**src/rtl/cdb_arbiter_pkg.sv**
```systemverilog
// Shared definitions for the CDB arbiter: FU count, tag width, queue depth and the DUMMY tag.
// Optional round-robin arbitration is selected with the CDB_ROUND_ROBIN_EN macro.
package cdb_arbiter_pkg;

  localparam int unsigned CDB_NUM_FU     = 5;
  localparam int unsigned CDB_TAG_W      = 7;
  localparam int unsigned CDB_FIFO_DEPTH = 2;

  typedef logic [CDB_TAG_W-1:0] phys_reg_t;

  localparam phys_reg_t DUMMY_TAG = 7'b1111111;

  // Increment with wrap modulo m; works for non-power-of-two moduli too.
  function automatic int unsigned wrap_inc(input int unsigned v, input int unsigned m);
    return (v + 1 >= m) ? 0 : v + 1;
  endfunction

endpackage

```
**src/rtl/cdb_fifo.sv**
```systemverilog
// Per-FU completion tag queue with push/pop/flush and a registered full flag.
// A push into an empty queue is visible on o_head in the same cycle (bypass).
module cdb_fifo
  import cdb_arbiter_pkg::*;
#(
  parameter int unsigned FIFO_DEPTH = CDB_FIFO_DEPTH,
  parameter int unsigned TAG_W      = CDB_TAG_W,
  parameter int unsigned CNT_W      = $clog2(FIFO_DEPTH) + 1
) (
  input  logic             i_clk,
  input  logic             i_rst,
  input  logic             i_flush,
  input  logic             i_push,
  input  logic             i_pop,
  input  logic [TAG_W-1:0] i_tag,
  output logic [TAG_W-1:0] o_head,
  output logic             o_empty,
  output logic             o_full,
  output logic [CNT_W-1:0] o_count
);

  localparam int unsigned PtrW = (FIFO_DEPTH > 1) ? $clog2(FIFO_DEPTH) : 1;

  logic [TAG_W-1:0] r_mem [FIFO_DEPTH];
  logic [PtrW-1:0]  r_head;
  logic [PtrW-1:0]  r_tail;
  logic [CNT_W-1:0] r_count;
  logic             r_full;

  logic             w_push;
  logic             w_pop;
  logic [CNT_W-1:0] w_count_d;

  assign o_empty = (r_count == '0);
  assign o_full  = r_full;
  assign o_count = r_count;
  assign o_head  = o_empty ? i_tag : r_mem[r_head];

  // A push while full is dropped; the registered full flag gives no credit for a same-cycle pop.
  assign w_push = i_push && !r_full;
  assign w_pop  = i_pop && (!o_empty || w_push);

  always_comb begin
    w_count_d = r_count;
    unique case ({w_push, w_pop})
      2'b10:   w_count_d = r_count + CNT_W'(1);
      2'b01:   w_count_d = r_count - CNT_W'(1);
      default: w_count_d = r_count;
    endcase
  end

  always_ff @(posedge i_clk) begin
    if (i_rst || i_flush) begin
      r_head  <= '0;
      r_tail  <= '0;
      r_count <= '0;
      r_full  <= 1'b0;
    end else begin
      if (w_push) begin
        r_mem[r_tail] <= i_tag;
        r_tail        <= PtrW'(wrap_inc(32'(r_tail), FIFO_DEPTH));
      end
      if (w_pop) begin
        r_head <= PtrW'(wrap_inc(32'(r_head), FIFO_DEPTH));
      end
      r_count <= w_count_d;
      r_full  <= (w_count_d == CNT_W'(FIFO_DEPTH));
    end
  end

  a_no_push_when_full: assert property (
    @(posedge i_clk) disable iff (i_rst || i_flush) !(i_push && r_full)
  );

endmodule

```
**src/rtl/cdb_arbiter.sv**
```systemverilog
// CDB arbiter: per-FU tag queues feeding a one-tag-per-cycle registered broadcast.
// Fixed priority (highest index wins) by default; define CDB_ROUND_ROBIN_EN for round-robin.
module cdb_arbiter
  import cdb_arbiter_pkg::*;
#(
  parameter int unsigned NUM_FU     = CDB_NUM_FU,
  parameter int unsigned FIFO_DEPTH = CDB_FIFO_DEPTH,
  parameter int unsigned TAG_W      = CDB_TAG_W,
  parameter int unsigned GRANT_W    = $clog2(NUM_FU)
) (
  input  logic                    clock,
  input  logic                    reset,
  input  logic                    branch_not_taken,
  input  logic [NUM_FU-1:0]       fu_done,
  input  logic [NUM_FU*TAG_W-1:0] fu_tag,
  output logic [NUM_FU-1:0]       fu_stall,
  output logic [TAG_W-1:0]        CDB_out,
  output logic                    CDB_valid,
  output logic [GRANT_W-1:0]      cdb_grant_idx
);

  localparam int unsigned CntW = $clog2(FIFO_DEPTH) + 1;

  logic [NUM_FU*TAG_W-1:0] w_head;
  logic [NUM_FU*CntW-1:0]  w_count;
  logic [NUM_FU-1:0]       w_empty;
  logic [NUM_FU-1:0]       w_req;
  logic [NUM_FU-1:0]       w_pop;
  logic                    w_any;
  logic [GRANT_W-1:0]      w_win;
  logic [TAG_W-1:0]        w_win_tag;

  logic                    r_valid;
  logic [TAG_W-1:0]        r_out;
  logic [GRANT_W-1:0]      r_grant;

  cdb_fifo #(
    .FIFO_DEPTH (FIFO_DEPTH),
    .TAG_W      (TAG_W),
    .CNT_W      (CntW)
  ) u_fifo [NUM_FU-1:0] (
    .i_clk   (clock),
    .i_rst   (reset),
    .i_flush (branch_not_taken),
    .i_push  (fu_done),
    .i_pop   (w_pop),
    .i_tag   (fu_tag),
    .o_head  (w_head),
    .o_empty (w_empty),
    .o_full  (fu_stall),
    .o_count (w_count)
  );

  // Requesters are non-empty queues plus empty queues taking an accepted push this cycle.
  assign w_req = ~w_empty | (fu_done & ~fu_stall);
  assign w_any = |w_req;

`ifdef CDB_ROUND_ROBIN_EN
  logic [GRANT_W-1:0] r_rr;

  // Walk the search order backwards so the first requester after r_rr is the last one kept.
  always_comb begin
    int unsigned idx;
    w_win = '0;
    for (int k = NUM_FU; k >= 1; k--) begin
      idx = 32'(r_rr) + 32'(k);
      if (idx >= NUM_FU) idx = idx - NUM_FU;
      if (w_req[idx]) w_win = GRANT_W'(idx);
    end
  end

  always_ff @(posedge clock) begin
    if (reset || branch_not_taken) begin
      r_rr <= '0;
    end else if (w_any) begin
      r_rr <= w_win;
    end
  end
`else
  always_comb begin
    w_win = '0;
    for (int i = 0; i < NUM_FU; i++) begin
      if (w_req[i]) w_win = GRANT_W'(i);
    end
  end
`endif

  always_comb begin
    w_pop = '0;
    if (w_any) w_pop[w_win] = 1'b1;
  end

  assign w_win_tag = w_head[32'(w_win)*TAG_W +: TAG_W];

  always_ff @(posedge clock) begin
    if (reset || branch_not_taken) begin
      r_valid <= 1'b0;
      r_out   <= '1;
      r_grant <= '0;
    end else if (w_any) begin
      r_valid <= 1'b1;
      r_out   <= w_win_tag;
      r_grant <= w_win;
    end else begin
      r_valid <= 1'b0;
      r_out   <= '1;
    end
  end

  assign CDB_valid     = r_valid;
  assign CDB_out       = r_out;
  assign cdb_grant_idx = r_grant;

  for (genvar g = 0; g < NUM_FU; g++) begin : g_chk
    a_count_bound: assert property (
      @(posedge clock) w_count[g*CntW +: CntW] <= CntW'(FIFO_DEPTH)
    );
  end

  a_single_pop: assert property (@(posedge clock) $onehot0(w_pop));

endmodule
```
**config.mk**
```make
export PLATFORM = sky130hd
export DESIGN_NAME = cdb_arbiter
export DESIGN_NICKNAME = d
export VERILOG_FILES = /design/src/rtl/cdb_arbiter_pkg.sv /design/src/rtl/cdb_fifo.sv /design/src/rtl/cdb_arbiter.sv
export SDC_FILE = /design/constraint.sdc
export NUM_CORES = 1
export LEC_CHECK = 0
export BUFFER_PORTS_ARGS = -buffer_cell sky130_fd_sc_hd__buf_2
export CORE_MARGIN = 2
export CORE_UTILIZATION = 30
export CTS_CLUSTER_DIAMETER = 150
export DETAILED_ROUTE_END_ITERATION = 10
export PLACE_DENSITY = 0.53
export SLEW_MARGIN = 10
export SYNTH_ARGS = -nofsm -noshare
export SYNTH_HDL_FRONTEND = slang
export SYNTH_SLANG_ARGS = --single-unit
```
**constraint.sdc**
```tcl
create_clock -name clock -period 3 [get_ports clock]
set_input_delay 0.6 -clock clock [delete_from_list [all_inputs] [get_ports clock]]
set_output_delay 0.6 -clock clock [all_outputs]
set_load 0.005 [all_outputs]
```
==> impl_metrics.tcl <==
set metrics [dict create \
    cp_max_fo 13 \
    cts_hold_buf 0 \
    drive_above_1_share_pct 23.8 \
    die_h_um 129 \
    min_path_type "in2reg" \
    initial_core_util_pct 30.7 \
    wirelength_um 10100 \
    synth_top_area_share_pct 44.8 \
    grt_max_degree 36 \
    arrival_ns 2.65 \
    path_cells "nor2_4 > nand4_4 > nor4_4 > ha_1 > or3_1 > a21oi_1 > and2_1" \
    grt_pass1_vias 2824 \
    fillCellCount 1498 \
    antenna_left 0 \
    clock_skew_ns 0.00695 \
    cts.sinks 111 \
    ctsResizeCount 0 \
    finalSetupViolCount 0 \
    power_w 0.00321 \
    final_nets 474 \
    io_pins 59 \
    ys_ff_latch 111 \
    final_area_um2 5500 \
    fin_crit_sh_pct 78.6 \
    coreArea_um2 15300 \
    cts_setup_buffers 0 \
    synth_ff_type "edfxtp_1" \
    grt_use_total_pct 12.8 \
    worstSetupPathType "reg2reg" \
    yosys_warnings 0 \
    io_buffers 58 \
    netlist_area_um2 4690 \
    ys_async_sr_fraction_pct 0 \
    place_congestion 0.762 \
    die-area_um2 16700 \
    grt_pass1_wl_um 15700 \
    numCtsBuffers 9 \
    die_x_um 129 \
    status "finished, final reports clean" \
    wire_per_inst_um 15.7 \
    drc_errors 0 \
    cts_root_buffer "clkbuf_16" \
    tns_ns 0 \
    syn_nets 415 \
    vias_per_cell 4.52 \
    h-tree-depth 3 \
    avgSynthCellArea_um2 12.7 \
    dr.first_iter.drc_count 159 \
    cpPeakStageDelay_ns 0.37 \
    crit_family "simple AND/OR/NAND/NOR gates" \
    rows 45 \
    hold_slack_ns 0.454 \
    cp_num_buf_inv 0 \
    synthCells 368 \
    clk_pin_slew_worst_paths_ns 0.07 \
    min_period_ns 2.36 \
    synth_top_area_cell "edfxtp_1" \
    synth_area_leaders "edfxtp_1, dfxtp_1, mux2i_1" \
    clock.fmax_mhz 424 \
    cts.path.max_buffers 2 \
    fin_cells 643 \
    place_inst 627 \
    power_density_nw_per_um2 583 \
    worst_pin_slew_ns 0.808 \
    slew_headroom_pct 44.8 \
    rsz0062_at_grt "false" \
    crit_path_start_kind "flip-flop" \
    yosysSeqAreaShare_pct 62.3 \
    vdd_drop_max_uv 268 \
    cap_violations 0 \
    antenna_found_initial 0 \
    cts_tree "yes" \
    grt.overflow.total 0 \
    place_hpwl_um 7340 \
    synth-edff-count 70 \
    place_area_um2 5200 \
    n_antenna_cell 0 \
    worstPathRequired_ns 3.29 \
    clock_latency_ns 0.35 \
    crit_slowest_cell "dfxtp_1" \
    area_growth_pct 17.3 \
    hold_viol_final 0 \
    cp-end-kind "flip-flop" \
    yosysUniqueCellTypes 53 \
    maxSlewViolCount 0 \
    vias 2909 \
    p_leak_nw 1.90 \
    drt-pass1-iter-count 5 \
]
[per-stage QoR]
stage	setup WS (ns)	utilization [%]
final	0.642	36.0
after global placement	0.470	34.1
after floorplan	0.766	-
after CTS	0.631	36.0
after detailed placement	0.374	34.1
after global routing	0.472	36.0
[cell usage in the layout (no fill, tap or decap), types with 2 or more instances in the layout]
| cell | count |
|---|---|
| nor2b_1 | 10 |
| clkbuf_16 | 11 |
| nor3_1 | 10 |
| a21oi_1 | 11 |
| and3_1 | 3 |
| nor2_4 | 4 |
| xnor2_1 | 16 |
| o31ai_1 | 3 |
| mux2_2 | 2 |
| a2111oi_0 | 3 |
| o221ai_1 | 4 |
| a31oi_1 | 8 |
| nand2b_1 | 2 |
| nand2_1 | 8 |
| clkbuf_1 | 3 |
| o21ai_0 | 5 |
| mux2i_1 | 25 |
| dfxtp_1 | 41 |
| o211ai_1 | 10 |
| a211oi_1 | 11 |
| buf_4 | 12 |
| a2bb2oi_1 | 3 |
| nor2_1 | 53 |
| a221o_1 | 3 |
| a22oi_1 | 3 |
| and2_1 | 4 |
| xor2_1 | 3 |
| inv_1 | 3 |
| edfxtp_1 | 70 |
| or3_1 | 4 |
| buf_2 | 58 |
| ha_1 | 4 |
[registers in the layout, indices dropped and copies added (netlist names), named ones only]
register	cells
CDB_out	7
CDB_valid	1
cdb_grant_idx	3
u_fifo.o_count	10
u_fifo.o_full	5
u_fifo.r_head	5
u_fifo.r_mem	70
u_fifo.r_tail	5
[cell type report]
cell class                      count  area (um2)  share of cell area [%]
Timing Repair Buffer               70         380                    6.92
Tap cell                          211         264                    4.80
Clock inverter                      2        11.3                   0.205
Inverter                            4        15.0                   0.273
Sequential cell                   111        2920                    53.1
Clock buffer                       14         287                    5.21
Multi-Input combinational cell    231        1620                    29.5
[cell usage after synthesis, types with 4 or more instances]
library cell  number
nand2_1            8
mux2i_1           25
o221ai_1           4
edfxtp_1          70
or3_1              4
o21ai_0            5
nor2_4             4
buf_2              6
buf_4              5
and2_1             4
nor2b_1           10
dfxtp_1           41
xnor2_1           16
nor2_1            53
a21oi_1           11
a31oi_1            8
clkbuf_1           7
a211oi_1          11
nor3_1            10
o211ai_1          10
ha_1               4
[worst register-to-register path, cell delays in order (launching register included)]
cell and delay, ns:
dfxtp_1 0.37, nor2_4 0.35, nand4_4 0.25, nor4_4 0.33, ha_1 0.32, or3_1 0.35
a21oi_1 0.18, and2_1 0.15
[cell families after synthesis]
logic type	Yosys count	synth area share [%]
flops	111	62.3
compound gates	66	10.0
mux	28	6.05
fa+ha+maj	4	1.07
xor+xnor	19	3.55
simple gates	114	13.9
buf+inv	26	3.15
[per-layer routing]
metal  vias to the layer above  part of all wire (%)  track usage [%]
met4                         0                   2.1             5.95
met5                         -                     0                0
met2                        63                    46             20.0
met3                        12                   3.3             2.06
met1                      1364                    48             17.4
li1                       1470                     -                -
[power by group]
part	internal [W]	total, W	switching (W)	leakage [nW]
Clock	0.000663	0.00118	0.000520	0.141
Sequential	0.00166	0.00169	0.0000283	0.970
Combinational	0.000133	0.000330	0.000197	0.793
Total	0.00246	0.00321	0.000745	1.90
[final timing paths]
kind	from	endpoint	slack, ns	cells after the start
worst max-delay path	u_fifo[3].o_count[0]	u_fifo[0].o_full	0.64	7
worst min-delay path	fu_tag[31]	u_fifo[4].r_mem[0][3]	0.45	1
worst max register to register	u_fifo[3].o_count[0]	u_fifo[0].o_full	0.64	7
worst min register to register	u_fifo[4].o_count[1]	u_fifo[4].o_full	0.50	2
Power figures use the tool's default switching activity.
